$ cat src/rtl/mul_sequencer.sv
// rtl/mul_sequencer.sv - multi-cycle shift-add MUL/MLA sequencer with busy/done handshake
module mul_sequencer #(
  parameter int WIDTH = 32
) (
  input  logic             clock,
  input  logic             reset_n,
  input  logic             start,
  input  logic             accumulate,
  input  logic             setflags,
  input  logic             flush,
  input  logic [WIDTH-1:0] srca,
  input  logic [WIDTH-1:0] srcb,
  input  logic [WIDTH-1:0] srcacc,
  input  logic [3:0]       flags_in,
  output logic             busy,
  output logic             done,
  output logic [WIDTH-1:0] result,
  output logic [3:0]       aluflags,
  output logic             flags_we
);

  localparam int CW = (WIDTH > 1) ? $clog2(WIDTH) : 1;
  localparam logic [CW-1:0] LAST = CW'(WIDTH - 1);

  typedef enum logic [1:0] {IDLE, ITER, ACC, DONE} state_t;

  state_t           state;
  logic [WIDTH-1:0] product;
  logic [WIDTH-1:0] mcand;
  logic [WIDTH-1:0] mplier;
  logic [WIDTH-1:0] acc_l;
  logic [CW-1:0]    count;
  logic             accumulate_l;
  logic             setflags_l;

  logic [WIDTH-1:0] iter_sum;
  logic [WIDTH-1:0] acc_sum;
  logic             unused_flags;

  assign iter_sum     = product + (mplier[0] ? mcand : '0);
  assign acc_sum      = product + acc_l;
  // N and Z come from the product; only C and V are forwarded from flags_in.
  assign unused_flags = ^flags_in[3:2];

  always_ff @(posedge clock or negedge reset_n) begin
    if (!reset_n) begin
      state        <= IDLE;
      busy         <= 1'b0;
      done         <= 1'b0;
      flags_we     <= 1'b0;
      result       <= '0;
      aluflags     <= 4'b0000;
      product      <= '0;
      mcand        <= '0;
      mplier       <= '0;
      acc_l        <= '0;
      count        <= '0;
      accumulate_l <= 1'b0;
      setflags_l   <= 1'b0;
    end else begin
      done     <= 1'b0;
      flags_we <= 1'b0;
      if (flush) begin
        state <= IDLE;
        busy  <= 1'b0;
      end else begin
        case (state)
          IDLE, DONE: begin
            if (start) begin
              mcand        <= srca;
              mplier       <= srcb;
              acc_l        <= srcacc;
              accumulate_l <= accumulate;
              setflags_l   <= setflags;
              product      <= '0;
              count        <= '0;
              state        <= ITER;
              busy         <= 1'b1;
            end else begin
              state <= IDLE;
              busy  <= 1'b0;
            end
          end
          ITER: begin
            product <= iter_sum;
            mcand   <= mcand << 1;
            mplier  <= mplier >> 1;
            count   <= count + 1'b1;
            if (count == LAST) begin
              if (accumulate_l) begin
                state <= ACC;
              end else begin
                state    <= DONE;
                busy     <= 1'b0;
                done     <= 1'b1;
                flags_we <= setflags_l;
                result   <= iter_sum;
                aluflags <= {iter_sum[WIDTH-1], iter_sum == '0, flags_in[1:0]};
              end
            end
          end
          ACC: begin
            product  <= acc_sum;
            state    <= DONE;
            busy     <= 1'b0;
            done     <= 1'b1;
            flags_we <= setflags_l;
            result   <= acc_sum;
            aluflags <= {acc_sum[WIDTH-1], acc_sum == '0, flags_in[1:0]};
          end
          default: begin
            state <= IDLE;
            busy  <= 1'b0;
          end
        endcase
      end
    end
  end

endmodule

$ cat config.mk
export PLATFORM = sky130hd
export DESIGN_NAME = mul_sequencer
export DESIGN_NICKNAME = d
export VERILOG_FILES = /design/src/rtl/mul_sequencer.sv
export SDC_FILE = /design/constraint.sdc
export NUM_CORES = 1
export LEC_CHECK = 0
export CAP_MARGIN = 20
export CORE_MARGIN = 4
export CORE_UTILIZATION = 45
export DETAILED_ROUTE_END_ITERATION = 8
export PLACE_DENSITY_LB_ADDON = 0.12
export SKIP_LAST_GASP = 1
export SLEW_MARGIN = 20
export SYNTH_ARGS = -nofsm -noshare
export SYNTH_HDL_FRONTEND = slang
export SYNTH_SLANG_ARGS = --single-unit
$ cat constraint.sdc
create_clock -name clock -period 5 [get_ports clock]
set_input_delay 1 -clock clock [delete_from_list [all_inputs] [get_ports clock]]
set_output_delay 1 -clock clock [all_outputs]
set_load 0.02 [all_outputs]
* Word level (Yosys, flattened, before mapping)
Cells that the tools add are included.
** Word-level totals
- Input bits :: 106
- Register bits :: 176
** Cells by class
- Bitwise operators :: 1
- Reductions and logical operators :: 11
- Multiplexer cells :: 33
- Equality and inequality tests :: 9
- $add $sub $neg :: 3
** Operators with widths (number)
- 32-bit two-way mux :: 6
- 32-bit case mux with 2 select lines :: 3
- 32-bit case mux with 3 select lines :: 1
- 32-bit adder :: 2
- 32-bit logical NOT :: 2
- 1-bit two-way mux :: 12
- 5-bit case mux with 2 select lines :: 1
- 4-bit two-way mux :: 2
- 4-bit case mux with 2 select lines :: 1
- 2-bit != test, second input constant :: 3
- 3-bit != test, second input constant :: 2
- 2-bit case mux with 3 select lines :: 1
- 3-bit AND reduction :: 2
- 5-bit by 1-bit adder with 5-bit output, second input constant :: 1
- 5-bit equality test, second input constant :: 1
- 5-bit two-way mux :: 1
- 2-bit equality test, second input constant :: 2
- 2-bit two-way mux :: 2
- 1-bit case mux with 2 select lines :: 2
- 2-bit AND reduction :: 2
- 4-bit AND reduction :: 1
- 2-bit nonzero test :: 2
- 1-bit case mux with 3 select lines :: 1
- 2-bit by 1-bit equality test with 1-bit output, second input constant :: 1
- other kinds (3) :: 3

* Longest topological paths before layout
Gate-level depths: netlist (run 1).
- Word-level depth :: 6
- Mapped depth :: 15
- Mapped depth without buffers :: 14

* Worst setup path before layout (run 1)
No wires, ideal clock.
- Path type :: reg-to-reg
- Start point :: register mplier[0]
- End point :: register aluflags[2]
- Cell stages (with the launch flop) :: 16
- Slack :: 1.236 ns
- Buffers on the path :: 1
- Clock period less this slack :: 3.764 ns
- Arrival :: 3.698 ns
- Path through :: dfrtp_1 > clkbuf_1 > and2_1 > ha_1 > inv_1 > fa_1 > nand2b_1 > a21oi_2 > o21ai_2 > a31oi_1 > nor2_2 > xnor2_1 > or4_1 > or4_1 > o41a_1 > nand2_1
** Between the ends
- Word-level cells in the longest chain between the ends :: 6
** RTL lines
- from (decl) :: RTL line 30 : logic [WIDTH-1:0] mplier;
- from (signal assigned) :: RTL line 71 : mplier <= srcb;
- from (signal assigned) :: RTL line 87 : mplier <= mplier >> 1;
- 32-bit two-way mux :: RTL line 40 : assign iter_sum = product + (mplier[0] ? mcand : '0);
- 32-bit adder :: RTL line 40
- 32-bit logical NOT :: RTL line 98 : aluflags <= {iter_sum[WIDTH-1], iter_sum == '0, flags_in[1:0]};
- 4-bit two-way mux :: RTL line 90 : if (accumulate_l) begin
- 4-bit two-way mux :: RTL line 89 : if (count == LAST) begin
- 4-bit case mux with 2 select lines :: RTL line 67 : case (state)
- to (signal assigned) :: RTL line 98
- to (signal assigned) :: RTL line 109 : aluflags <= {acc_sum[WIDTH-1], acc_sum == '0, flags_in[1:0]};
- to (decl) :: RTL line 18 : output logic [3:0] aluflags,
Every way passes these cells. The select of a mux whose other input is x is not followed.
A chain may end at the register's enable or synchronous reset.

* Worst setup path in the final report (run 1)
Ends and elaborated chain as after synthesis.

==> results.cfg, run 1 <==
[logic_synthesis]
synth_compound_area_share_pct = 20.6
ys_async_sr_fraction_pct = 100
synthesis.area_um2 = 11400
synthSimpleGateAreaFrac_pct = 15.6
synth.ff_latch_count = 175
synth.avg_cell_area_um2 = 9.08
synthAdderAreaFrac_pct = 7.58
synth_cell_types = 76
ys_seq_area_share_pct = 38.3
yosys_warnings = 0
synth-edff-count = 0
synth_cells = 1258
muxShareOfSynthArea_pct = 10.4
synth_top_family_by_area = compound AO/OA/AOI/OAI gates
synth_xor_area_share_pct = 4.37
synth_nets = 1432
synth-main-ff-cell = dfrtp_1

[floorplanning]
die_w_um = 167
num_rows = 58
num_io_pins = 145
dieArea_um2 = 28000
initial_core_util_pct = 45.5
die_y_um = 167
core_area_um2 = 25100

[detailed_routing]
drc = 0
wl_mm = 31.4
drtIter0Drc = 855
wl_per_cell_um = 18.4
ant_nets = 0
drt_pass1_iterations = 6
drt-vias-per-instance = 5.65
vias = 9647

[sta]
finalCritPeriodShare_pct = 83.5
rsz0062_at_grt = false
fin_crit_ps = 4170
tightest_slew_ps = 972
clock_skew_ps = 14.9
setup_viol = 0
finalSetupTns_ps = 0
hold_violations = 0
fmax_ghz = 0.240
slew_headroom_pct = 35.2
finalMaxSlewViolations = 0
fin_hold_ws_ps = 470

[setup_path]
rr_worst_depth = 13
required_ps = 5380
crit_fanout = 19
worstSetupEndpointType = flop
max_stage_delay_ps = 600
arrival_ps = 4550
crit_family = simple AND/OR/NAND/NOR gates
cp_slowest_cell = dfrtp_1
cp_num_cells = 13
path_buf_inv = 1
crit_chain = and2_1 -> ha_1 -> inv_1 -> fa_1 -> nand2b_1 -> a21oi_2 -> nor2_1 -> nor4_1 -> nand4_1 -> or4bb_1 -> or4_1 -> o41a_1 -> nand2_1
crit_type = flop to flop
startpoint_type = flop

[clocking]
postCtsHoldBufs = 0
cts.clk_slew.worst_paths_ps = 70
clk_latency_ps = 440
cts_tree = done
cts-root-buf = clkbuf_16
cts_buffers = 17
cts_buffer_depth = 2
htreeDepth = 4
post_cts_buffers = 0
cts_resized = 0
cts_sinks = 175

[global_routing]
overflow = 0
track_usage_pct = 22.4
antenna_found_initial = 0
grt_max_degree = 134
grt_pass1_wl_mm = 51.0
grt_pass1_vias = 9362

[placed_design]
dp_hpwl_mm = 23.3
gp_congestion = 0.926
port_buffers = 142

[final_layout]
nNetsFinal = 1538
antennaDiodeCount = 0
layout_commonest_cell = nand2_1
final_cell_mix = nand2_1, dfrtp_1, clkdlybuf4s50_1
area_delta_synth_final_pct = 20.1
fill_cells = 2379
layout-drive-gt1-share_pct = 6.98
utilization_pct = 54.7

[pwr]
p_leak_nw = 6.19
p_per_area_nw_per_um2 = 650
irDropWorstVdd_v = 0.000261

[status]
outcome = completed

[min_path]
hold_depth = 2
hp-class = flop to flop

[flow_run]
maxCapViolCount = 0
## tightest hold or removal path, delay by kind of cell, from the launching register on
| family | cells | cell delay (ps) |
|---|---|---|
| flops | 1 | 340 |
| simple gates | 2 | 100 |
## metrics by stage
stage | total power [W] | area (um^2) | instances | setup WS (ps)
final | 0.00892 | 13700 | 1706 | 827
after global routing | 0.00965 | 13700 | 1706 | 493
after global placement | 0.00745 | 13100 | 1674 | 822
after CTS | 0.00890 | 13700 | 1705 | 772
after detailed placement | 0.00752 | 13100 | 1674 | 783
after floorplan | 0.00598 | 11400 | 1258 | 1240
## synthesized netlist by cell type, types with 5 or more instances
| library cell | instances | area share [%] |
|---|---|---|
| nand2_1 | 191 | 6.3 |
| dfrtp_1 | 175 | 38 |
| o21ai_0 | 139 | 6.1 |
| mux2i_1 | 81 | 7.1 |
| ha_1 | 66 | 7.2 |
| a21oi_1 | 62 | 2.7 |
| clkbuf_1 | 61 | 2.0 |
| nor2_1 | 47 | 1.5 |
| and2_1 | 38 | 2.1 |
| mux2_2 | 34 | 3.4 |
| xor2_1 | 29 | 2.2 |
| a21o_1 | 28 | 1.8 |
| xnor2_1 | 28 | 2.1 |
| inv_1 | 24 | 0.79 |
| a22oi_1 | 19 | 1.2 |
| nand3_1 | 17 | 0.74 |
| nor3_1 | 14 | 0.61 |
| o211ai_1 | 14 | 0.92 |
| a31oi_1 | 13 | 0.71 |
| nand4_1 | 13 | 0.71 |
| o21a_1 | 13 | 0.85 |
| a211oi_1 | 11 | 0.72 |
| o21bai_1 | 11 | 0.72 |
| and3_1 | 10 | 0.55 |
| or4_1 | 10 | 0.66 |
| a22o_1 | 9 | 0.69 |
| nand2b_1 | 6 | 0.33 |
| nor4_1 | 6 | 0.33 |
| a32oi_1 | 5 | 0.38 |
| buf_1 | 5 | 0.16 |
| o21ai_1 | 5 | 0.22 |
| or2_2 | 5 | 0.27 |
## final timing paths
kind / slack, ps / from / endpoint
hold reg to reg: 470 / result[17]$_DFFE_PN0P_ / result[17]$_DFFE_PN0P_
max in group asynchronous: 3360 / reset_n / aluflags[1]$_DFFE_PN0P_
hold / removal: 470 / result[17]$_DFFE_PN0P_ / result[17]$_DFFE_PN0P_
setup reg to reg: 830 / mplier[0]$_DFFE_PN0P_ / aluflags[2]$_DFFE_PN0P_
setup / recovery: 830 / mplier[0]$_DFFE_PN0P_ / aluflags[2]$_DFFE_PN0P_
min in group asynchronous: 660 / reset_n / acc_l[3]$_DFFE_PN0P_
## final cells by class
class | count | area (um^2) | area share [%]
multi-input combinational | 991 | 6710 | 48.9
sequential | 175 | 4380 | 31.9
timing repair buffer | 155 | 1550 | 11.3
clock buffer | 20 | 447 | 3.25
tap | 330 | 413 | 3.01
clock inverter | 11 | 134 | 0.975
inverter | 24 | 90.1 | 0.656
## state kept, by name, summed over array words and instances, names as in the netlist
| register | count |
|---|---|
| mplier | 32 |
| mcand | 32 |
| accumulate_l | 1 |
| product | 32 |
| acc_l | 32 |
| count | 5 |
| aluflags | 3 |
| setflags_l | 1 |
| state | 2 |
| result | 32 |
| flags_we | 1 |
| busy | 1 |
| done | 1 |
## cell families after synthesis
family / count (synthesis)
xor+xnor: 57
flops: 175
compound gates: 372
fa+ha+maj: 68
buf+inv: 92
simple gates: 379
mux: 115
## per-layer routing
metal / part of all wire, % / track usage [%] / wire (um)
met3: 6.7 / 5.15 / 2100
met1: 48 / 32.9 / 15200
met4: 1.6 / 5.33 / 501
met5: 0 / 0 / 0
met2: 43 / 33.9 / 13600
## report_power, final
group | total [W] | switching [W] | internal (W)
combinational | 0.00501 | 0.00300 | 0.00201
clock | 0.00135 | 0.000593 | 0.000752
sequential | 0.00257 | 0.000535 | 0.00203
Power figures use the tool's default switching activity.
==> run 2, diff against run 1 <==
- clock period: 5 -> 4.25 ns (I/O delays scaled with it)
==> results.cfg, run 2 (synthesized netlist as in run 1, its figures left out) <==
[floorplanning]
dieArea_um2 = 28000
num_io_pins = 145
core_area_um2 = 25100
die_w_um = 167
num_rows = 58
die_y_um = 167
initial_core_util_pct = 45.5

[setup_path]
crit_chain = buf_4 -> and2_1 -> ha_1 -> a21oi_1 -> o21ai_1 -> a221oi_2 -> nand2_1 -> or2_0 -> a211oi_1 -> or4bb_1 -> or4_1 -> o41a_1 -> nand2_1
worstSetupEndpointType = flop
crit_type = flop to flop
r2r-end = aluflags[2]$_DFFE_PN0P_
rr_startpoint = mplier[0]$_DFFE_PN0P_
cp_slowest_cell = or4bb_1
crit_fanout = 15
required_ps = 4620
arrival_ps = 4400
max_stage_delay_ps = 540
cp_common_cell = nand2_1
path_buf_inv = 1
worst-r2r-setup-slack_ps = 230
startpoint_type = flop
crit_family = simple AND/OR/NAND/NOR gates
rr_worst_depth = 13

[detailed_routing]
drtIter0Drc = 652
drt-vias-per-instance = 5.69
drc = 0
ant_nets = 0
drt_pass1_iterations = 5
wl_mm = 30.6
wl_per_cell_um = 17.9
vias = 9725

[pwr]
p_leak_nw = 6.22
power.share.switching_pct = 46.3
comb_power_share_pct = 56.2
p_per_area_nw_per_um2 = 761
irDropWorstVdd_v = 0.000283
internal_power_w = 0.00562
sequentialPowerShare_pct = 28.6
p_switching_w = 0.00485
clockPowerShare_pct = 15.2

[status]
outcome = completed

[final_layout]
nNetsFinal = 1541
final_cell_mix = nand2_1, dfrtp_1, clkdlybuf4s50_1
layout-drive-gt1-share_pct = 7.39
antennaDiodeCount = 0
area_delta_synth_final_pct = 20.4
layout_commonest_cell = nand2_1
utilization_pct = 54.8

[global_routing]
grt_pass1_vias = 9301
grt_max_degree = 91
grt_pass1_wl_mm = 49.8
overflow = 0
track_usage_pct = 21.8
antenna_found_initial = 0

[sta]
finalSetupTns_ps = 0
finalMaxSlewViolations = 0
hold_violations = 0
fmax_ghz = 0.248
slew_headroom_pct = 41.1
tightest_slew_ps = 883
setup_viol = 0
rsz0062_at_grt = false
fin_crit_ps = 4020
finalCritPeriodShare_pct = 94.7
clock_skew_ps = 13.5

[clocking]
cts_sinks = 175
cts_tree = done
cts-root-buf = clkbuf_16
clk_latency_ps = 430
post_cts_buffers = 0
htreeDepth = 4
postCtsHoldBufs = 0
cts_buffers = 17
cts_resized = 0
cts_buffer_depth = 2
cts.clk_slew.worst_paths_ps = 80

[placed_design]
gp_congestion = 0.951
dp_hpwl_mm = 23.0
port_buffers = 142

[flow_run]
maxCapViolCount = 0

[min_path]
hp-class = input pin to asynchronous set/reset pin
## run 2: cell count changes in the layout (fill, tap and decap cells not counted), moves of 2 or more
cell and delta:
clkbuf_1 -2, inv_8 +3, clkinvlp_4 -3, buf_4 +3, inv_6 +3
## run 2: final cells by class
cell class | instances | area (um^2)
fill | 2292 | 11400
multi-input combinational | 991 | 6710
sequential | 175 | 4380
timing repair buffer | 158 | 1570
clock buffer | 19 | 453
tap | 330 | 413
clock inverter | 13 | 141
inverter | 24 | 90.1
## run 2: metrics by stage
stage                     setup slack (ps)  hold WS [ps]  total power [W]  std cells  area (um^2)
after floorplan                        486           447          0.00703       1258        11400
after global placement                 268           458          0.00875       1678        13200
after detailed placement               186           464          0.00883       1678        13200
after CTS                              177           481           0.0105       1710        13800
after global routing                  9.77           497           0.0113       1710        13800
final                                  225           477           0.0105       1710        13800
## run 2: power groups by stage
stage               sequential (W)  combinational [W]  clock (W)
global route               0.00310            0.00651    0.00170
floorplan                  0.00292            0.00411          0
finish                     0.00300            0.00588    0.00159
global placement           0.00301            0.00574          0
CTS                        0.00299            0.00585    0.00162
detailed placement         0.00301            0.00582          0
## run 2: layer usage
layer,vias to the layer above,part of all wire [%],global-route usage (%)
li1,4791,-,-
met1,4612,48,32.1
met2,291,42,32.3
met3,31,7.6,5.24
met4,0,2.0,5.50
met5,-,0,0
## run 2: worst max path at each step
| stage | start | cells after the start | end | slack, ps |
|---|---|---|---|---|
| after floorplan | mplier[0]$_DFFE_PN0P_ | 15 | aluflags[2]$_DFFE_PN0P_ | 490 |
| after global placement | mplier[0]$_DFFE_PN0P_ | 13 | aluflags[2]$_DFFE_PN0P_ | 270 |
| after detailed placement | mplier[0]$_DFFE_PN0P_ | 14 | aluflags[2]$_DFFE_PN0P_ | 190 |
| after CTS | mplier[0]$_DFFE_PN0P_ | 14 | aluflags[2]$_DFFE_PN0P_ | 180 |
| after global routing | mplier[0]$_DFFE_PN0P_ | 13 | aluflags[2]$_DFFE_PN0P_ | 10 |
| final | mplier[0]$_DFFE_PN0P_ | 13 | aluflags[2]$_DFFE_PN0P_ | 230 |
